===== src/rtl/seg7_scan_mux.sv =====
// seg7_scan_mux: time-multiplexed N-digit BCD seven-segment driver.
// One shared decode path serves every digit while a scan counter walks the
// anodes. Digit values, decimal points and blink enables are captured once per
// frame into shadow registers, so the display never tears mid-frame. Each
// digit slot begins with one dark cycle to hide ghosting while the anodes
// switch. Optional leading-zero suppression is enabled by defining the macro
// SEG7_LZ_BLANK_EN; without it every digit, including leading zeros, is shown.
module seg7_scan_mux #(
    parameter int NUM_DIGITS   = 4,
    parameter int SCAN_DIV     = 1000,
    parameter int BLINK_FRAMES = 50,
    parameter int ACTIVE_LOW   = 1
) (
    input  logic                    clk,
    input  logic                    rst,
    input  logic [4*NUM_DIGITS-1:0] digits,
    input  logic [NUM_DIGITS-1:0]   dp_in,
    input  logic [NUM_DIGITS-1:0]   blink_mask,
    output logic [6:0]              seg,
    output logic                    dp,
    output logic [NUM_DIGITS-1:0]   an,
    output logic                    frame_start
);

    localparam int IDX_W   = $clog2(NUM_DIGITS);
    localparam int SCAN_W  = $clog2(SCAN_DIV);
    localparam int BLINK_W = (BLINK_FRAMES > 1) ? $clog2(BLINK_FRAMES) : 1;

    localparam logic [SCAN_W-1:0]  SCAN_LAST  = SCAN_W'(SCAN_DIV - 1);
    localparam logic [IDX_W-1:0]   IDX_LAST   = IDX_W'(NUM_DIGITS - 1);
    localparam logic [BLINK_W-1:0] BLINK_LAST = BLINK_W'(BLINK_FRAMES - 1);
    localparam logic               INV        = (ACTIVE_LOW != 0);

    logic [SCAN_W-1:0]       scan_cnt;
    logic [IDX_W-1:0]        idx;
    logic [BLINK_W-1:0]      blink_cnt;
    logic                    phase;

    logic [4*NUM_DIGITS-1:0] shadow_digits;
    logic [NUM_DIGITS-1:0]   shadow_dp;
    logic [NUM_DIGITS-1:0]   shadow_blink;

    logic                    slot_end;
    logic                    frame_end;

    logic [3:0]              cur_digit;
    logic                    cur_dp;
    logic                    cur_blink;
    logic                    cur_lz;

    logic [6:0]              seg_next;
    logic                    dp_next;
    logic [NUM_DIGITS-1:0]   an_next;

    assign slot_end  = (scan_cnt == SCAN_LAST);
    assign frame_end = slot_end && (idx == IDX_LAST);

    // Shared BCD to segment decode, A..G high-true; non-BCD codes stay dark
    function automatic logic [6:0] decode_bcd(input logic [3:0] value);
        logic [6:0] pattern;
        case (value)
            4'd0:    pattern = 7'h7E;
            4'd1:    pattern = 7'h30;
            4'd2:    pattern = 7'h6D;
            4'd3:    pattern = 7'h79;
            4'd4:    pattern = 7'h33;
            4'd5:    pattern = 7'h5B;
            4'd6:    pattern = 7'h5F;
            4'd7:    pattern = 7'h70;
            4'd8:    pattern = 7'h7F;
            4'd9:    pattern = 7'h7B;
            default: pattern = 7'h00;
        endcase
        return pattern;
    endfunction

    // Slot timer and digit index: idx advances once per slot and wraps per frame
    always_ff @(posedge clk) begin
        if (rst) begin
            scan_cnt <= '0;
            idx      <= '0;
        end else if (slot_end) begin
            scan_cnt <= '0;
            idx      <= (idx == IDX_LAST) ? '0 : idx + IDX_W'(1);
        end else begin
            scan_cnt <= scan_cnt + SCAN_W'(1);
        end
    end

    // Shadow copy of the inputs: tracks them during reset, then refreshes only at frame end
    always_ff @(posedge clk) begin
        if (rst || frame_end) begin
            shadow_digits <= digits;
            shadow_dp     <= dp_in;
            shadow_blink  <= blink_mask;
        end
    end

    // Blink timer: counts captured frames and flips the blank phase every BLINK_FRAMES frames
    always_ff @(posedge clk) begin
        if (rst) begin
            blink_cnt <= '0;
            phase     <= 1'b0;
        end else if (frame_end) begin
            if (blink_cnt == BLINK_LAST) begin
                blink_cnt <= '0;
                phase     <= ~phase;
            end else begin
                blink_cnt <= blink_cnt + BLINK_W'(1);
            end
        end
    end

    // One-cycle marker in the cycle after a new frame has been captured
    always_ff @(posedge clk) begin
        if (rst) begin
            frame_start <= 1'b0;
        end else begin
            frame_start <= frame_end;
        end
    end

    // Pick the shadow fields belonging to the digit currently being scanned
    always_comb begin
        cur_digit = 4'd0;
        cur_dp    = 1'b0;
        cur_blink = 1'b0;
        for (int k = 0; k < NUM_DIGITS; k++) begin
            if (idx == IDX_W'(k)) begin
                cur_digit = shadow_digits[4*k +: 4];
                cur_dp    = shadow_dp[k];
                cur_blink = shadow_blink[k];
            end
        end
    end

`ifdef SEG7_LZ_BLANK_EN
    // Leading-zero test: a non-units digit goes blank when it and every more significant digit are zero
    always_comb begin
        cur_lz = 1'b0;
        for (int k = 1; k < NUM_DIGITS; k++) begin
            if (idx == IDX_W'(k)) begin
                cur_lz = 1'b1;
                for (int j = k; j < NUM_DIGITS; j++) begin
                    if (shadow_digits[4*j +: 4] != 4'd0) begin
                        cur_lz = 1'b0;
                    end
                end
            end
        end
    end
`else
    assign cur_lz = 1'b0;
`endif

    // Logical next outputs: dead cycle at slot start, then blink blank, leading-zero blank, decode
    always_comb begin
        an_next  = '0;
        seg_next = 7'h00;
        dp_next  = 1'b0;
        if (!slot_end && !(phase && cur_blink)) begin
            an_next = NUM_DIGITS'(1) << idx;
            if (!cur_lz) begin
                seg_next = decode_bcd(cur_digit);
                dp_next  = cur_dp;
            end
        end
    end

    // Pin registers: dark during reset, polarity applied here so the pins never glitch
    always_ff @(posedge clk) begin
        if (rst) begin
            seg <= {7{INV}};
            dp  <= INV;
            an  <= {NUM_DIGITS{INV}};
        end else begin
            seg <= seg_next ^ {7{INV}};
            dp  <= dp_next ^ INV;
            an  <= an_next ^ {NUM_DIGITS{INV}};
        end
    end

endmodule


===== config.mk =====
export PLATFORM = sky130hd
export DESIGN_NAME = seg7_scan_mux
export DESIGN_NICKNAME = d
export VERILOG_FILES = /design/src/rtl/seg7_scan_mux.sv
export SDC_FILE = /design/constraint.sdc
export NUM_CORES = 1
export LEC_CHECK = 0
export BUFFER_PORTS_ARGS = -buffer_cell sky130_fd_sc_hd__buf_4
export CAP_MARGIN = 20
export CORE_UTILIZATION = 50
export CTS_CLUSTER_DIAMETER = 120
export DETAILED_ROUTE_END_ITERATION = 7
export GPL_ROUTABILITY_DRIVEN = 0
export PLACE_DENSITY = 0.87
export SYNTH_ARGS = -nofsm -noshare
export SYNTH_HDL_FRONTEND = slang
export SYNTH_SLANG_ARGS = --single-unit

===== constraint.sdc =====
create_clock -name clk -period 2.2 [get_ports clk]
set_input_delay 0 -clock clk [delete_from_list [all_inputs] [get_ports clk]]
set_output_delay 0 -clock clk [all_outputs]
set_load 0.01 [all_outputs]

==> impl_metrics.json, run 1 <==
{
  "arrival_ps": 2340,
  "tritoncts": "done",
  "drtPass1Iterations": 6,
  "top_layer_used": "met4",
  "r2r-start": "idx[0]",
  "cts_made_buffers": 5,
  "final_cell_mix": "buf_4 (55), dfxtp_1 (30), dlygate4sd3_1 (25)",
  "met2_length_um": 2830,
  "rr_worst_depth": 8,
  "wl_met1_um": 2090,
  "total_power_uw": 1880,
  "end_kind": "register",
  "drive_gt1_share_pct": 32.1,
  "final_antenna_net_count": 0,
  "synth_ff_type": "dfxtp_1",
  "synth_area_um2": 2380,
  "tightest_slew_ps": 644,
  "nNetsFinal": 324,
  "cts_sinks": 56,
  "rsz0062_at_grt": "true",
  "hold_depth": 2,
  "portBuffers": 38,
  "critPathKind": "reg -> reg",
  "dr_wl_met3_um": 251,
  "rr_endpoint": "seg[0]",
  "start_util_pct": 53.3,
  "cp-start-kind": "register",
  "hold_end": "shadow_digits[10]",
  "path_max_fanout": 3,
  "grt.overflow.total": 0,
  "clock_path_buffers": 2,
  "layout_min_cycle_time_ps": 2130,
  "core-area_um2": 4470,
  "netlist_instances": 204,
  "drt-total-wl_um": 5460,
  "num_vias": 1878,
  "die_w_um": 71.1,
  "clock_skew_ps": 12.9,
  "grt_pass1_vias": 1833,
  "antenna_found_initial": 0,
  "fin_crit_sh_pct": 96.7,
  "hold_viol": 0,
  "root_buffer": "clkbuf_8",
  "maxCapViolCount": 0,
  "setup_violations": 0,
  "syn_nets": 242,
  "ios": 39,
  "drc_errors": 0,
  "yosysUniqueCellTypes": 51,
  "cts_htree_levels": 2,
  "cts.reportedPaths.clkPinSlew_ps": 100,
  "grt_max_degree": 25,
  "timing.fmax_mhz": 470,
  "ir_drop_uv": 489,
  "grt_pass1_wl_um": 8360,
  "vias_per_cell": 5.54,
  "syn_area_per_cell_um2": 11.7,
  "cellPowerDensity_nw_per_um2": 573,
  "drtIter0Drc": 175,
  "wl_per_cell_um": 16.1,
  "clk_latency_ps": 320,
  "yosys_warnings": 0,
  "layout_commonest_cell": "buf_4",
  "hold_path.class": "in -> reg",
  "ys_ff_latch": 56,
  "hpwlAfterDp_um": 3100,
  "maxSlewHeadroom_pct": 56.9,
  "leakage_uw": 0.00130,
  "synthArstFlopShare_pct": 0,
  "min_from": "digits[10]",
  "rows": 24,
  "cp.required_ps": 2420,
  "setup_ws_ps": 72.1,
  "dieArea_um2": 5050,
  "r2r_setup_slack_ps": 70,
  "die_y_um": 71.1,
  "status": "complete, no violations",
  "n_antenna_cell": 0,
  "slew_viol_final": 0,
  "synth-seq-area-share_pct": 57.1,
  "area_growth_pct": 37.8,
  "dp_slack_ps": -12.5,
  "synth_edf_count": 24,
  "grt_usage_pct": 22.4
}
-- logic make-up after synthesis --
kind of cell | share of synthesized area (%)
AO/OA/AOI/OAI | 12.6
XOR/XNOR | 2.94
multiplexers | 0.420
flip-flops | 57.1
buffers and inverters | 2.68
adder cells (fa/ha/maj) | 6.30
AND/OR/NAND/NOR | 18.0
-- sequential cells by signal (all words and copies together) (netlist names), 2 cells and up --
signal,count
an,4
blink_cnt,6
idx,2
scan_cnt,10
seg,7
shadow_blink,4
shadow_digits,16
shadow_dp,4
-- report_power, final --
group | total, uW | leakage [uW] | internal [uW] | switching [uW]
sequential | 1140 | 0.000498 | 1120 | 18.4
combinational | 190 | 0.000765 | 109 | 80.4
clock | 552 | 0.0000414 | 227 | 325
-- synth_stat cells, types with 2 or more instances --
library cell / instances / area (um^2)
a311oi_1: 3 / 26.3
xnor2_1: 4 / 35.0
or3_1: 5 / 31.3
xor2_1: 4 / 35.0
dfxtp_1: 32 / 641
nand3_1: 10 / 50.1
edfxtp_1: 24 / 721
nor2_1: 21 / 78.8
nor2b_1: 3 / 18.8
nand2b_1: 4 / 25.0
a221oi_1: 2 / 17.5
nor4_1: 3 / 18.8
a22o_1: 2 / 17.5
inv_1: 8 / 30.0
o31ai_1: 2 / 15.0
buf_2: 3 / 15.0
a21oi_1: 6 / 30.0
nand2_1: 13 / 48.8
o21ai_0: 7 / 35.0
and3_1: 4 / 25.0
o221a_2: 2 / 22.5
ha_1: 12 / 150
buf_4: 2 / 15.0
-- worst max-delay path by stage --
stage	start	end	slack [ps]	depth (start not counted)
CTS	idx[0]	seg[0]	10	9
finish	idx[0]	seg[0]	70	8
global route	idx[1]	seg[0]	-20	9
global placement	idx[0]	seg[0]	40	9
floorplan	idx[0]	seg[0]	20	10
detailed placement	idx[1]	seg[0]	-10	9
-- critical path: stages, from the launching register on --
cell and delay, ps:
dfxtp_4 360, inv_2 110, ha_4 170, or2b_4 280
o221a_4 280, ha_2 160, or4_4 490, o211ai_1 100
nand3_1 80
-- per-stage QoR --
step | hold WS (ps) | TNS, ps | instances | area, um^2 | utilization (%)
detailed placement | 179 | -29.8 | 304 | 2850 | 63.7
floorplan | 72.1 | 0 | 204 | 2410 | -
global placement | 178 | 0 | 304 | 2850 | 63.7
finish | 395 | 0 | 339 | 3290 | 73.4
CTS | 384 | 0 | 338 | 3210 | 71.8
global route | 384 | -20.8 | 339 | 3290 | 73.4
-- layer usage --
metal  vias up  track usage [%]
met3        27             4.70
met5         -                0
met1       876             25.3
met4         0             14.9
met2        62             38.2
li1        913                -
-- final cells by class --
cell class              count  area, um^2
multi-input cells         134        1060
repair buffers             81         674
clock buffers               6        72.6
clock inverters             2        16.3
well taps                  52        65.1
fillers                   282        1190
inverters                   8        32.5
flip-flops and latches     56        1370
-- what timing repair did --
item | CTS | global route
gates resized for setup | 5 | 16
buffers inserted | 1 | 1
hold buffers | 25 | 0
endpoints found under the setup margin | 4 | 5
pin swaps | 0 | 3
hold endpoints to repair | 35 | 0
Power figures use the tool's default switching activity.
==> inputs of run 2 (changes only) <==
--- a/config.mk
+++ b/config.mk
@@ -11,7 +11,7 @@
 export CTS_CLUSTER_DIAMETER = 120
 export DETAILED_ROUTE_END_ITERATION = 7
 export GPL_ROUTABILITY_DRIVEN = 0
-export PLACE_DENSITY = 0.87
+export PLACE_DENSITY = 0.75
 export SYNTH_ARGS = -nofsm -noshare
 export SYNTH_HDL_FRONTEND = slang
 export SYNTH_SLANG_ARGS = --single-unit
==> impl_metrics.json, run 2 (same netlist as run 1, synthesis figures left out) <==
{
  "status": "complete, but fails checks",
  "violations": "DRC",
  "tritoncts": "done",
  "die_y_um": 71.1,
  "antenna_found_initial": 0,
  "area_growth_pct": 39.6,
  "clk_latency_ps": 310,
  "maxSlewHeadroom_pct": 65.0,
  "cts_sinks": 56,
  "cts.reportedPaths.clkPinSlew_ps": 100,
  "dp_cells": 303,
  "wl_per_cell_um": 15.9,
  "critPathKind": "reg -> reg",
  "final_cells": 340,
  "cp.required_ps": 2400,
  "clock_skew_ps": 5.88,
  "layout_min_cycle_time_ps": 2170,
  "grt_pass1_wl_um": 8360,
  "cts_made_buffers": 5,
  "timing.fmax_mhz": 462,
  "hold_viol": 0,
  "top_regs": "shadow_digits: 16 flops, scan_cnt: 10 flops, seg: 7 flops",
  "n_antenna_cell": 0,
  "cellPowerDensity_nw_per_um2": 607,
  "path_max_fanout": 4,
  "hpwlAfterDp_um": 3210,
  "portBuffers": 38,
  "setup_violations": 0,
  "cts_htree_levels": 2,
  "grt_pass1_vias": 1733,
  "ios": 39,
  "root_buffer": "clkbuf_8",
  "clock_path_buffers": 2,
  "num_vias": 1823,
  "rows": 24,
  "drtIter0Drc": 110,
  "ir_drop_uv": 529,
  "vias_per_cell": 5.36,
  "regMostFlops": "shadow_digits",
  "crit_path_max_incr_delay_ps": 480,
  "tightest_slew_ps": 526,
  "nNetsFinal": 325,
  "grt_usage_pct": 22.1,
  "cp-start-kind": "register",
  "cpMaxStageDelayCell": "or4_4",
  "drt-total-wl_um": 5420,
  "final_antenna_net_count": 0,
  "die_w_um": 71.1,
  "drtPass1Iterations": 6,
  "grt.overflow.total": 0,
  "hold_path.class": "in -> reg",
  "maxCapViolCount": 0,
  "drive_gt1_share_pct": 31.9,
  "leakage_uw": 0.00133,
  "rsz0062_at_grt": "true",
  "core-area_um2": 4470,
  "start_util_pct": 53.3,
  "largest_reg_flops": 16,
  "total_power_uw": 2020,
  "drc_errors": 2,
  "layout_commonest_cell": "buf_4",
  "dieArea_um2": 5050,
  "end_kind": "register",
  "grt_max_degree": 25,
  "slew_viol_final": 0,
  "arrival_ps": 2360,
  "crit_chain": "inv_2 -> ha_4 -> nor2b_4 -> a22o_1 -> o221a_4 -> ha_2 -> or4_4 -> o211ai_1 -> nand3_1",
  "final_cell_mix": "buf_4 (55), dfxtp_1 (30), dlygate4sd3_1 (25)",
  "fin_crit_sh_pct": 98.4
}
run 2: cell count changes in the layout (fill, tap and decap cells not counted), sizes merged:
| cell | change |
|---|---|
| inv | +1 |
| buf | +1 |
| clkinv | -1 |
| bufinv | +1 |
| clkbuf | -1 |
run 2: per-stage QoR:
step / setup slack, ps / TNS (ps) / area [um^2] / hold slack (ps) / util [%]
6_report: 34.9 / 0 / 3330 / 396 / 74.4
5_1_grt: -56.3 / -80.0 / 3330 / 403 / 74.4
4_1_cts: 1.05 / 0 / 3240 / 397 / 72.4
3_5_place_dp: -46.8 / -66.1 / 2850 / 179 / 63.8
3_3_place_gp: 36.4 / 0 / 2850 / 178 / 63.8
2_1_floorplan: 21.0 / 0 / 2410 / 72.1 / -
run 2: report_power, final:
| part | internal (uW) | total, uW | switching, uW |
|---|---|---|---|
| Sequential | 1120 | 1140 | 18.3 |
| Clock | 343 | 684 | 341 |
| Combinational | 113 | 193 | 80.5 |
run 2: final timing paths:
| check | to | from | slack [ps] | cells past startpoint |
|---|---|---|---|---|
| min reg2reg | scan_cnt[0] | scan_cnt[0] | 460 | 1 |
| max reg2reg | seg[0] | idx[1] | 30 | 9 |
| min | shadow_digits[11] | digits[11] | 400 | 2 |
| max | seg[0] | idx[1] | 30 | 9 |
run 2: final cells by class:
cell class,count,area [um^2]
sequential,56,1370
multi-input combinational,134,1050
clock inverter,3,46.3
inverter,8,30.0
timing repair buffer,82,703
clock buffer,5,68.8
tap,52,65.1
fill,285,1140
run 2: critical path: cells and delay by family, from the launching register on:
| family | cells | cell delay [ps] |
|---|---|---|
| buf+inv | 1 | 70 |
| simple gates | 3 | 710 |
| flops | 1 | 390 |
| fa+ha+maj | 2 | 330 |
| compound gates | 3 | 570 |
run 2: repair_timing:
item | in CTS | in global routing
hold buffers | 25 | 0
setup buffers | 1 | 3
pin swaps | 0 | 7
endpoints found under the setup margin | 4 | 5
gates resized for setup | 6 | 11
endpoints found under the hold margin | 35 | 0
run 2: metal layers:
metal  vias to the layer above  share of wire [%]  GRT usage, %
met2                        67                 50          37.4
met3                        10                4.7          5.70
met4                         0                2.1          7.56
li1                        906                  -             -
met1                       840                 43          27.5
met5                         -                  0             0
